File: src/rtl/matrix_ram_loader.sv
// matrix_ram_loader: packs a valid/ready byte stream into DATA_W-bit words and
// writes them to consecutive matrix RAM addresses starting at BASE_ADDR.
// Optional feature macro: READBACK_VERIFY_EN adds a read-back compare after
// every write (VWAIT/VCMP states, sticky error output).
module matrix_ram_loader #(
  parameter int DATA_W    = 256,
  parameter int ADDR_W    = 8,
  parameter int NUM_WORDS = 2,
  parameter int BASE_ADDR = 0
) (
  input  logic              clk,
  input  logic              rst,
  input  logic              start,
  input  logic [7:0]        in_data,
  input  logic              in_valid,
  output logic              in_ready,
  output logic [ADDR_W-1:0] ram_addr,
  output logic [DATA_W-1:0] ram_wdata,
  output logic              ram_we,
  input  logic [DATA_W-1:0] ram_rdata,
  output logic              busy,
  output logic              done,
  output logic              error
);

  localparam int BYTES = DATA_W / 8;
  localparam int BC_W  = (BYTES > 1) ? $clog2(BYTES) : 1;

  localparam logic [BC_W-1:0]   LAST_BYTE = BC_W'(BYTES - 1);
  localparam logic [7:0]        LAST_WORD = 8'(NUM_WORDS - 1);
  localparam logic [ADDR_W-1:0] BASE      = ADDR_W'(BASE_ADDR);

  localparam logic [2:0] S_IDLE    = 3'd0;
  localparam logic [2:0] S_COLLECT = 3'd1;
  localparam logic [2:0] S_WRITE   = 3'd2;
  localparam logic [2:0] S_DONE    = 3'd3;
`ifdef READBACK_VERIFY_EN
  localparam logic [2:0] S_VWAIT   = 3'd4;
  localparam logic [2:0] S_VCMP    = 3'd5;
`endif

  logic [2:0]        state;
  logic [BC_W-1:0]   byte_cnt;
  logic [7:0]        word_cnt;
  logic [DATA_W-1:0] wbuf;
  logic [DATA_W-1:0] wdata_q;
  logic [DATA_W-1:0] packed_next;
  logic              last_word;

  // Drop one byte into its lane of the word buffer (byte 0 = LSB lane).
  function automatic logic [DATA_W-1:0] pack_byte(
    input logic [DATA_W-1:0] buf_in,
    input logic [BC_W-1:0]   lane,
    input logic [7:0]        b
  );
    logic [DATA_W-1:0] r;
    logic [BC_W+2:0]   ofs;
    r   = buf_in;
    ofs = {lane, 3'b000};
    r[ofs +: 8] = b;
    return r;
  endfunction

  // Word buffer with the incoming byte merged into the current lane.
  always_comb begin
    packed_next = pack_byte(wbuf, byte_cnt, in_data);
    last_word   = (word_cnt == LAST_WORD);
  end

  // Handshake and status outputs decoded from the state.
  always_comb begin
    in_ready  = (state == S_COLLECT);
    ram_we    = (state == S_WRITE);
    busy      = (state != S_IDLE) && (state != S_DONE);
    done      = (state == S_DONE);
    ram_wdata = wdata_q;
  end

`ifdef READBACK_VERIFY_EN
  logic vw_cnt;
  logic err_q;
  assign error = err_q;
`else
  logic unused_rdata;
  assign unused_rdata = ^ram_rdata;
  assign error        = 1'b0;
`endif

  // Load-run FSM: collect bytes, write the packed word, advance the address.
  always_ff @(posedge clk) begin
    if (rst) begin
      state    <= S_IDLE;
      byte_cnt <= '0;
      word_cnt <= '0;
      ram_addr <= BASE;
      wbuf     <= '0;
      wdata_q  <= '0;
`ifdef READBACK_VERIFY_EN
      vw_cnt   <= 1'b0;
      err_q    <= 1'b0;
`endif
    end else begin
      case (state)
        S_IDLE, S_DONE: begin
          if (start) begin
            state    <= S_COLLECT;
            word_cnt <= '0;
            byte_cnt <= '0;
            ram_addr <= BASE;
`ifdef READBACK_VERIFY_EN
            err_q    <= 1'b0;
`endif
          end
        end
        S_COLLECT: begin
          if (in_valid) begin
            wbuf <= packed_next;
            if (byte_cnt == LAST_BYTE) begin
              byte_cnt <= '0;
              wdata_q  <= packed_next;
              state    <= S_WRITE;
            end else begin
              byte_cnt <= byte_cnt + 1'b1;
            end
          end
        end
`ifdef READBACK_VERIFY_EN
        S_WRITE: begin
          vw_cnt <= 1'b0;
          state  <= S_VWAIT;
        end
        // Give the RAM two cycles before sampling the read-back data.
        S_VWAIT: begin
          if (vw_cnt) state <= S_VCMP;
          else        vw_cnt <= 1'b1;
        end
        S_VCMP: begin
          if (ram_rdata != wdata_q) begin
            err_q <= 1'b1;
            state <= S_DONE;
          end else if (last_word) begin
            state <= S_DONE;
          end else begin
            ram_addr <= ram_addr + 1'b1;
            word_cnt <= word_cnt + 1'b1;
            state    <= S_COLLECT;
          end
        end
`else
        S_WRITE: begin
          if (last_word) begin
            state <= S_DONE;
          end else begin
            ram_addr <= ram_addr + 1'b1;
            word_cnt <= word_cnt + 1'b1;
            state    <= S_COLLECT;
          end
        end
`endif
        default: state <= S_IDLE;
      endcase
    end
  end

endmodule

File: config.mk
export PLATFORM = sky130hd
export DESIGN_NAME = matrix_ram_loader
export DESIGN_NICKNAME = d
export VERILOG_FILES = /design/src/rtl/matrix_ram_loader.sv
export SDC_FILE = /design/constraint.sdc
export NUM_CORES = 1
export LEC_CHECK = 0
export CORE_MARGIN = 5
export CORE_UTILIZATION = 50
export CTS_CLUSTER_DIAMETER = 80
export DETAILED_ROUTE_END_ITERATION = 8
export PLACE_DENSITY_LB_ADDON = 0.15
export SLEW_MARGIN = 20
export SYNTH_ARGS = -nofsm -noshare
export SYNTH_HDL_FRONTEND = slang
export SYNTH_SLANG_ARGS = --single-unit
export TNS_END_PERCENT = 100
File: constraint.sdc
create_clock -name clk -period 4 [get_ports clk]
set_input_delay 0.4 -clock clk [delete_from_list [all_inputs] [get_ports clk]]
set_output_delay 0.4 -clock clk [all_outputs]
set_load 0.02 [all_outputs]
==> results.yml, run 1 <==
outcome:
  status: "complete, no violations"
clock_network:
  clock_latency_ns: 0.60
  clock_sinks: 535
  cts_inserted_buffers: 54
  post_cts_buffers: 0
  cts.repair.resized: 0
  htree_levels: 2
  root_buffer: "clkbuf_16"
  max-clock-path-buffers: 3
  clkTransAtPathRegs_ns: 0.07
  cts_tree: "yes"
  hold_buffers: 0
detailed_routing:
  finalWirelength_um: 69000
  drt-pass1-iter-count: 6
  viasPerCell: 5.88
  num_vias: 19200
  wire_per_inst_um: 21.2
  drc: 0
  drt-initial-drc-count: 1884
  ant_nets: 0
grt:
  grt_max_degree: 190
  antenna_found_initial: 0
  grt_pass1_wl_um: 105000
  gr-total-overflow: 0
  track_usage: 0.273
  grt_pass1_vias: 18200
timing:
  fin_skew_ns: 0.0125
  relSlewSlack: 0.298
  tightest_slew_ns: 1.04
  fmax_mhz: 286
  min_period_ns: 3.49
  rsz0062_at_grt: "no"
  timing.setup.tns_ns: 0
  drv_slew: 0
  hold_viol: 0
  finalSetupViolations: 0
  fin_crit_sh: 0.873
hold_path:
  hp-class: "in -> reg"
synthesis:
  synthCells: 2453
  synth_seq_area_share: 0.485
  syn_area_sq_um: 22100
  synth-xor-area-share: 0.00595
  yosysWarnings: 0
  synth_nets: 2734
  synthMuxAreaShare: 0.133
  synth_fa_ha_area_frac: 0.00736
  synth_compound_area_frac: 0.189
  avgSynthCellArea_sq_um: 9.01
  yosys.area_share.simple: 0.140
  ys_ff_latch: 535
  synth_edf_count: 0
  synth_top_family_by_area: "compound AO/OA/AOI/OAI gates"
  synthDistinctLibCells: 68
  synth_top_flop_cell: "dfxtp_1"
  synthArstFlopShare: 0
cells_and_area:
  n_antenna_cell: 0
  final_common_cell: "dfxtp_1"
  final_core_util: 0.619
  area_delta_synth_final_pct: 23.0
  final_layout_size_suffix_gt1_frac: 0.0730
  final_cell_mix: "dfxtp_1, nor2_1, mux2i_1"
  finalNetCount: 2908
pwr:
  power_density_nw_per_um2: 448
  p_leak_nw: 10.7
  vdd_ir_drop_max_mv: 0.271
worst_setup_path:
  slowest_stage: "a21oi_1"
  cpPeakStageDelay_ns: 0.84
  crit_type: "reg -> reg"
  critPathLaunchType: "flop"
  path_buf_inv: 2
  crit_family: "compound AO/OA/AOI/OAI gates"
  worstPathArrival_ns: 4.04
  cp.required_ns: 4.55
  path_cells: "inv_1 > ha_1 > nor3b_2 > buf_4 > o221ai_1 > a21oi_1 > nand2b_1 > o21a_1"
  worstPathMaxFanout: 16
  cp-end-kind: "flop"
placed_design:
  routabilityCongestion: 0.851
  io_buffers: 279
  dp_hpwl_um: 45700
floorplan:
  initial_core_util: 0.503
  num_rows: 77
  die-area_sq_um: 48500
  coreArea_sq_um: 43900
  die_w_um: 220
  dieHeight_um: 220
  ios: 537
flow_run:
  drv_cap: 0
[flip-flops by register name, indices dropped and copies added, names as in the netlist]
register / cells
ram_addr: 8
word_cnt: 8
byte_cnt: 5
wbuf: 256
state: 2
ram_wdata: 256
[final timing paths]
check | slack (ns) | endpoint | cells after the start | from
max | 0.51 | ram_wdata[122] | 8 | byte_cnt[1]
min | 0.25 | wbuf[56] | 2 | rst
max reg2reg | 0.51 | ram_wdata[122] | 8 | byte_cnt[1]
min reg2reg | 0.45 | ram_wdata[22] | 2 | wbuf[22]
[metrics by stage]
stage               total power [mW]  area (sq um)  hold slack, ns  std cells  setup slack [ns]
floorplan                       6.46         22100           0.430       2453             0.910
global placement                6.87         25300           0.437       3163             0.695
detailed placement              6.89         25300           0.445       3163             0.542
CTS                             12.2         27200           0.233       3264             0.494
global route                    12.5         27200           0.263       3264             0.326
finish                          12.2         27200           0.246       3264             0.507
[kinds of logic (layout without fill, tap and decap cells)]
group / Yosys count / after routing
xor+xnor: 15 / 15
other cells: 1 / 1
flops: 535 / 535
fa+ha+maj: 13 / 13
buf+inv: 228 / 447
mux: 293 / 293
simple gates: 692 / 692
compound gates: 676 / 676
[worst register-to-register path: stages, from the launching register on]
cell	delay, ns
dfxtp_1	0.43
inv_1	0.16
ha_1	0.49
nor3b_2	0.30
buf_4	0.22
o221ai_1	0.40
a21oi_1	0.84
nand2b_1	0.45
o21a_1	0.17
[synth_stat cells (13+ instances only)]
master | count | area share
and2_1 | 23 | 0.0065
ha_1 | 13 | 0.0074
and3_1 | 29 | 0.0082
a211o_1 | 13 | 0.0052
a21oi_1 | 194 | 0.044
nor2_1 | 331 | 0.056
nand2_1 | 140 | 0.024
dfxtp_1 | 535 | 0.48
mux2i_1 | 292 | 0.13
nor3_1 | 46 | 0.010
o21ai_0 | 257 | 0.058
nand2b_1 | 18 | 0.0051
buf_2 | 16 | 0.0036
clkbuf_1 | 180 | 0.031
a31oi_1 | 26 | 0.0074
a211oi_1 | 83 | 0.028
o21a_1 | 18 | 0.0061
o211a_1 | 15 | 0.0068
inv_1 | 15 | 0.0025
nand3_1 | 58 | 0.013
[power by group]
group | internal, mW | switching (mW)
sequential | 5.37 | 0.0446
combinational | 0.411 | 0.961
clock | 3.23 | 2.14
[metal layers]
| metal | track usage | part of all wire | vias up |
|---|---|---|---|
| met2 | 0.400 | 0.42 | 820 |
| met3 | 0.0681 | 0.090 | 133 |
| met1 | 0.399 | 0.46 | 9201 |
| met5 | 0 | 0 | - |
| li1 | - | - | 9025 |
| met4 | 0.0815 | 0.025 | 0 |
[final cells by class]
cell class	count	area, sq um
Fill cell	3770	16800
Sequential cell	535	10700
Multi-Input combinational cell	1690	10500
Timing Repair Buffer	330	3230
Clock buffer	82	1650
Tap cell	592	741
Clock inverter	19	262
Inverter	16	65.1
Note: power is estimated with default switching activity, not from simulation.
==> inputs of run 2 (changes only) <==
==> constraint.sdc (replaced) <==
create_clock -name clk -period 4 [get_ports clk]
set_input_delay 0.6 -clock clk [delete_from_list [all_inputs] [get_ports clk]]
set_output_delay 0.6 -clock clk [all_outputs]
set_load 0.02 [all_outputs]
==> run 2 against run 1 <==
Cell count about the same; critical endpoint is now ram_wdata[123]; die area unchanged; critical path type unchanged; count of clock-buffer cells in the layout up 7.
==> results.yml, run 2 (same netlist as run 1, synthesis figures left out) <==
worst_setup_path:
  r2r-end: "ram_wdata[123]"
  worstPathArrival_ns: 4.18
  cp-end-kind: "flop"
  cp.required_ns: 4.55
  reg2reg_from: "byte_cnt[1]"
  crit_type: "reg -> reg"
  rrSetupSlack_ns: 0.37
  worstPathMaxFanout: 16
  reg2reg_depth: 8
  critPathLaunchType: "flop"
timing:
  timing.hold.ws_ns: 0.236
  min_period_ns: 3.63
  timing.setup.tns_ns: 0
  fmax_mhz: 276
  fin_skew_ns: 0.0258
  hold_viol: 0
  finalSetupViolations: 0
  rsz0062_at_grt: "no"
  fin_crit_sh: 0.907
  relSlewSlack: 0.201
  drv_slew: 0
  tightest_slew_ns: 1.20
detailed_routing:
  wl_met1_um: 31800
  wl_met3_um: 6430
  ant_nets: 0
  maxUsedRoutingLayer: "met5"
  route.met2.wl_um: 29000
  drt-pass1-iter-count: 5
  viasPerCell: 5.87
  wire_per_inst_um: 21.1
  finalWirelength_um: 69000
  drt-initial-drc-count: 2096
  num_vias: 19200
  drc: 0
placed_design:
  dp_hpwl_um: 45900
  io_buffers: 279
  dpl-instance-area_sq_um: 25300
  routabilityCongestion: 0.868
  place_inst: 3168
grt:
  track_usage: 0.273
  antenna_found_initial: 2
  gr-total-overflow: 0
  grt_pass1_vias: 18000
  grt_pass1_wl_um: 105000
  grt_max_degree: 235
floorplan:
  initial_core_util: 0.503
  dieHeight_um: 220
  ios: 537
  die-area_sq_um: 48500
  num_rows: 77
  die_w_um: 220
  coreArea_sq_um: 43900
cells_and_area:
  fill_cells: 3755
  design_area_sq_um: 27100
  final_cell_mix: "dfxtp_1, nor2_1, mux2i_1"
  area_delta_synth_final_pct: 22.5
  final_common_cell: "dfxtp_1"
  stdcell_count: 3267
  n_antenna_cell: 0
  final_layout_size_suffix_gt1_frac: 0.0703
  finalNetCount: 2913
pwr:
  power_mw: 11.8
  p_seq_frac: 0.458
  comb_power_share: 0.115
  switching_power_mw: 3.09
  p_leak_nw: 10.6
  power.internal_mw: 8.74
  clkPwrFrac: 0.427
  netSwitchingFraction: 0.262
  vdd_ir_drop_max_mv: 0.252
  power_density_nw_per_um2: 437
clock_network:
  clkTransAtPathRegs_ns: 0.06
  clock_sinks: 535
  clock_latency_ns: 0.61
  cts.repair.resized: 0
  htree_levels: 2
  hold_buffers: 0
  max-clock-path-buffers: 3
  root_buffer: "clkbuf_16"
  post_cts_buffers: 0
  cts_tree: "yes"
  cts_inserted_buffers: 54
hold_path:
  hp-class: "in -> reg"
  hold_depth: 2
  hp-start: "rst"
  hold_end: "wbuf[248]"
outcome:
  status: "complete, no violations"
flow_run:
  drv_cap: 0
==> run 2: changes by cell type in the layout (fill, tap and decap cells not counted) <==
cell        change
buf_12          +1
bufinv_16       -3
clkbuf_8        -1
clkinvlp_4      -4
clkinv_4        -1
buf_4           +4
clkinv_2        -2
inv_6           +1
clkbuf_1       +10
clkbuf_16       -2
==> run 2: cell type report <==
class | count | area (sq um) | area share
multi-input combinational | 1690 | 10500 | 0.389
timing repair buffer | 335 | 3280 | 0.121
sequential | 535 | 10700 | 0.396
clock buffer | 89 | 1620 | 0.0600
tap | 592 | 741 | 0.0274
clock inverter | 10 | 131 | 0.00485
inverter | 16 | 65.1 | 0.00240
==> run 2: routing by layer <==
metal  track usage  vias up
li1              -     9036
met1         0.400     9179
met2         0.399      837
met3        0.0688      126
met4        0.0782        2
met5             0        -
==> run 2: power by group through the flow <==
stage / clock [mW] / combinational [mW] / sequential [mW]
6_report: 5.05 / 1.36 / 5.42
5_1_grt: 5.36 / 1.45 / 5.42
4_1_cts: 5.11 / 1.35 / 5.42
3_5_place_dp: 0 / 1.34 / 5.54
3_3_place_gp: 0 / 1.32 / 5.53
2_1_floorplan: 0 / 0.917 / 5.54
==> run 2: worst max-delay path, stage by stage, from the launching register on <==
cell and delay [ns]:
dfxtp_1 0.43, inv_1 0.15, ha_1 0.48, nor3b_2 0.50, buf_4 0.22, o221ai_1 0.34, a21oi_1 0.86, nand2b_1 0.44
o21a_1 0.16
==> run 2: worst max-delay path by stage <==
| stage | from | endpoint | slack (ns) |
|---|---|---|---|
| after floorplan | byte_cnt[0] | wbuf[248] | 0.91 |
| after global placement | byte_cnt[1] | ram_wdata[120] | 0.49 |
| after detailed placement | byte_cnt[1] | ram_wdata[123] | 0.48 |
| after CTS | byte_cnt[1] | ram_wdata[123] | 0.46 |
| after global routing | byte_cnt[1] | ram_wdata[124] | 0.14 |
| final | byte_cnt[1] | ram_wdata[123] | 0.37 |
==> run 2: per-stage QoR <==
step	util	setup WS, ns
final	0.616	0.372
after global routing	0.616	0.137
after CTS	0.616	0.456
after detailed placement	0.576	0.485
after global placement	0.576	0.491
after floorplan	-	0.910
==> inputs of run 3 (changes only) <==
--- a/config.mk
+++ b/config.mk
@@ -5,10 +5,11 @@
 export SDC_FILE = /design/constraint.sdc
 export NUM_CORES = 1
 export LEC_CHECK = 0
-export CORE_MARGIN = 5
-export CORE_UTILIZATION = 50
+export CORE_AREA = 5 5 204 206
 export CTS_CLUSTER_DIAMETER = 80
 export DETAILED_ROUTE_END_ITERATION = 8
+export DIE_AREA = 0 0 209 211
+export DONT_BUFFER_PORTS = 1
 export PLACE_DENSITY_LB_ADDON = 0.15
 export SLEW_MARGIN = 20
 export SYNTH_ARGS = -nofsm -noshare
==> run 3 against run 2 <==
Count of clock-buffer cells in the layout down 10; power down 0.35%; combinational power down 11%; critical endpoint is now ram_wdata[231].
==> results.yml, run 3 (same netlist as run 1, synthesis figures left out) <==
grt:
  grt_pass1_vias: 16800
  met1_usage: 0.373
  gr-usage-met3: 0.115
  top_usage_layer: "met2"
  met2_usage: 0.434
  gr-total-overflow: 0
  grt_pass1_wl_um: 100000
  grt_max_degree: 243
  antenna_found_initial: 1
  track_usage: 0.282
outcome:
  status: "complete, no violations"
timing:
  hold_viol: 0
  min_period_ns: 3.45
  timing.setup.tns_ns: 0
  relSlewSlack: 0.259
  drv_slew: 0
  fin_crit_sh: 0.863
  tightest_slew_ns: 1.11
  fin_skew_ns: 0.0246
  rsz0062_at_grt: "no"
  finalSetupViolations: 0
  fmax_mhz: 290
floorplan:
  ios: 537
  die-area_sq_um: 44100
  num_rows: 73
  die_w_um: 209
  initial_core_util: 0.560
  dieHeight_um: 211
  coreArea_sq_um: 39500
hold_path:
  hold_end: "wbuf[101]"
  hp-class: "in -> reg"
  hold_depth: 1
  hp-start: "rst"
detailed_routing:
  finalWirelength_um: 65400
  drt-pass1-iter-count: 7
  viasPerCell: 6.15
  drc: 0
  num_vias: 17900
  wire_per_inst_um: 22.5
  drt-initial-drc-count: 1904
  ant_nets: 0
clock_network:
  cts.repair.resized: 0
  cts_inserted_buffers: 54
  cts_tree: "yes"
  clock_sinks: 535
  root_buffer: "clkbuf_16"
  clock_latency_ns: 0.60
  clkTransAtPathRegs_ns: 0.06
  htree_levels: 2
  max-clock-path-buffers: 3
  hold_buffers: 0
  post_cts_buffers: 0
cells_and_area:
  finalNetCount: 2618
  area_delta_synth_final_pct: 9.15
  n_antenna_cell: 0
  final_layout_size_suffix_gt1_frac: 0.0760
  final_cell_mix: "dfxtp_1, nor2_1, mux2i_1"
  stdcell_count: 2906
  final_common_cell: "dfxtp_1"
worst_setup_path:
  crit_family: "multiplexers"
  path_cells: "inv_1 > ha_1 > nor3b_2 > mux2_2 > a2111oi_4 > mux2i_1 > a21oi_1"
  slowest_stage: "a2111oi_4"
  r2r-end: "ram_wdata[231]"
  worstPathMaxFanout: 13
  reg2reg_depth: 7
  rrSetupSlack_ns: 0.55
  cp-end-kind: "flop"
  path_buf_inv: 1
  crit_type: "reg -> reg"
  reg2reg_from: "byte_cnt[1]"
  cpPeakStageDelay_ns: 0.85
  worstPathArrival_ns: 3.90
  cp-startpoint: "byte_cnt[1]"
  critPathLaunchType: "flop"
  cp.required_ns: 4.45
placed_design:
  place_inst: 2806
  dp_hpwl_um: 42800
  routabilityCongestion: 0.847
  io_buffers: 0
flow_run:
  drv_cap: 0
pwr:
  p_leak_nw: 9.60
  power_mw: 11.8
  power_density_nw_per_um2: 489
  vdd_ir_drop_max_mv: 0.363
## run 3: changes by cell type in the layout (fill, tap and decap cells not counted), moves of 2 or more
| cell | delta |
|---|---|
| clkdlybuf4s50_1 | -278 |
| buf_4 | -14 |
| clkbuf_1 | -8 |
| clkinv_2 | +4 |
| clkinvlp_4 | +4 |
| buf_12 | -2 |
| bufinv_16 | +2 |
| clkbuf_8 | -2 |
## run 3: area by class of cell
| cell class | count | area (sq um) |
|---|---|---|
| clock buffers | 79 | 1570 |
| clock inverters | 21 | 250 |
| fillers | 3405 | 15300 |
| inverters | 16 | 65.1 |
| multi-input cells | 1690 | 10500 |
| flip-flops and latches | 535 | 10700 |
| well taps | 525 | 657 |
| repair buffers | 40 | 338 |
## run 3: through the flow
step | setup slack [ns] | hold WS [ns] | instance area (sq um) | utilization
floorplan | 0.910 | 0.430 | 22100 | -
global placement | 0.688 | 0.439 | 22300 | 0.565
detailed placement | 0.587 | 0.445 | 22300 | 0.565
CTS | 0.571 | 0.0834 | 24100 | 0.611
global route | 0.359 | 0.0663 | 24100 | 0.611
finish | 0.549 | 0.0959 | 24100 | 0.611
## run 3: worst max path at each step
stage | end | slack (ns) | cells past startpoint
after floorplan | wbuf[248] | 0.91 | 9
after global placement | ram_wdata[231] | 0.69 | 7
after detailed placement | ram_wdata[231] | 0.59 | 7
after CTS | ram_wdata[231] | 0.57 | 7
after global routing | ram_wdata[227] | 0.36 | 7
final | ram_wdata[231] | 0.55 | 7
## run 3: per-layer routing
metal  share of wire  vias up
li1                -     8439
met1            0.42     8593
met2            0.44      746
met3            0.12       89
met4           0.019        2
met5         0.00020        -
## run 3: report_power, final
group | total [mW] | internal (mW) | switching, mW
Combinational | 1.21 | 0.351 | 0.858
Clock | 5.15 | 3.04 | 2.11
Sequential | 5.43 | 5.37 | 0.0532
Total | 11.8 | 8.76 | 3.03
## run 3: worst register-to-register path, cell delays in order, from the launching register on
cell	delay (ns)
dfxtp_1	0.43
inv_1	0.15
ha_1	0.17
nor3b_2	0.63
mux2_2	0.63
a2111oi_4	0.85
mux2i_1	0.35
a21oi_1	0.10
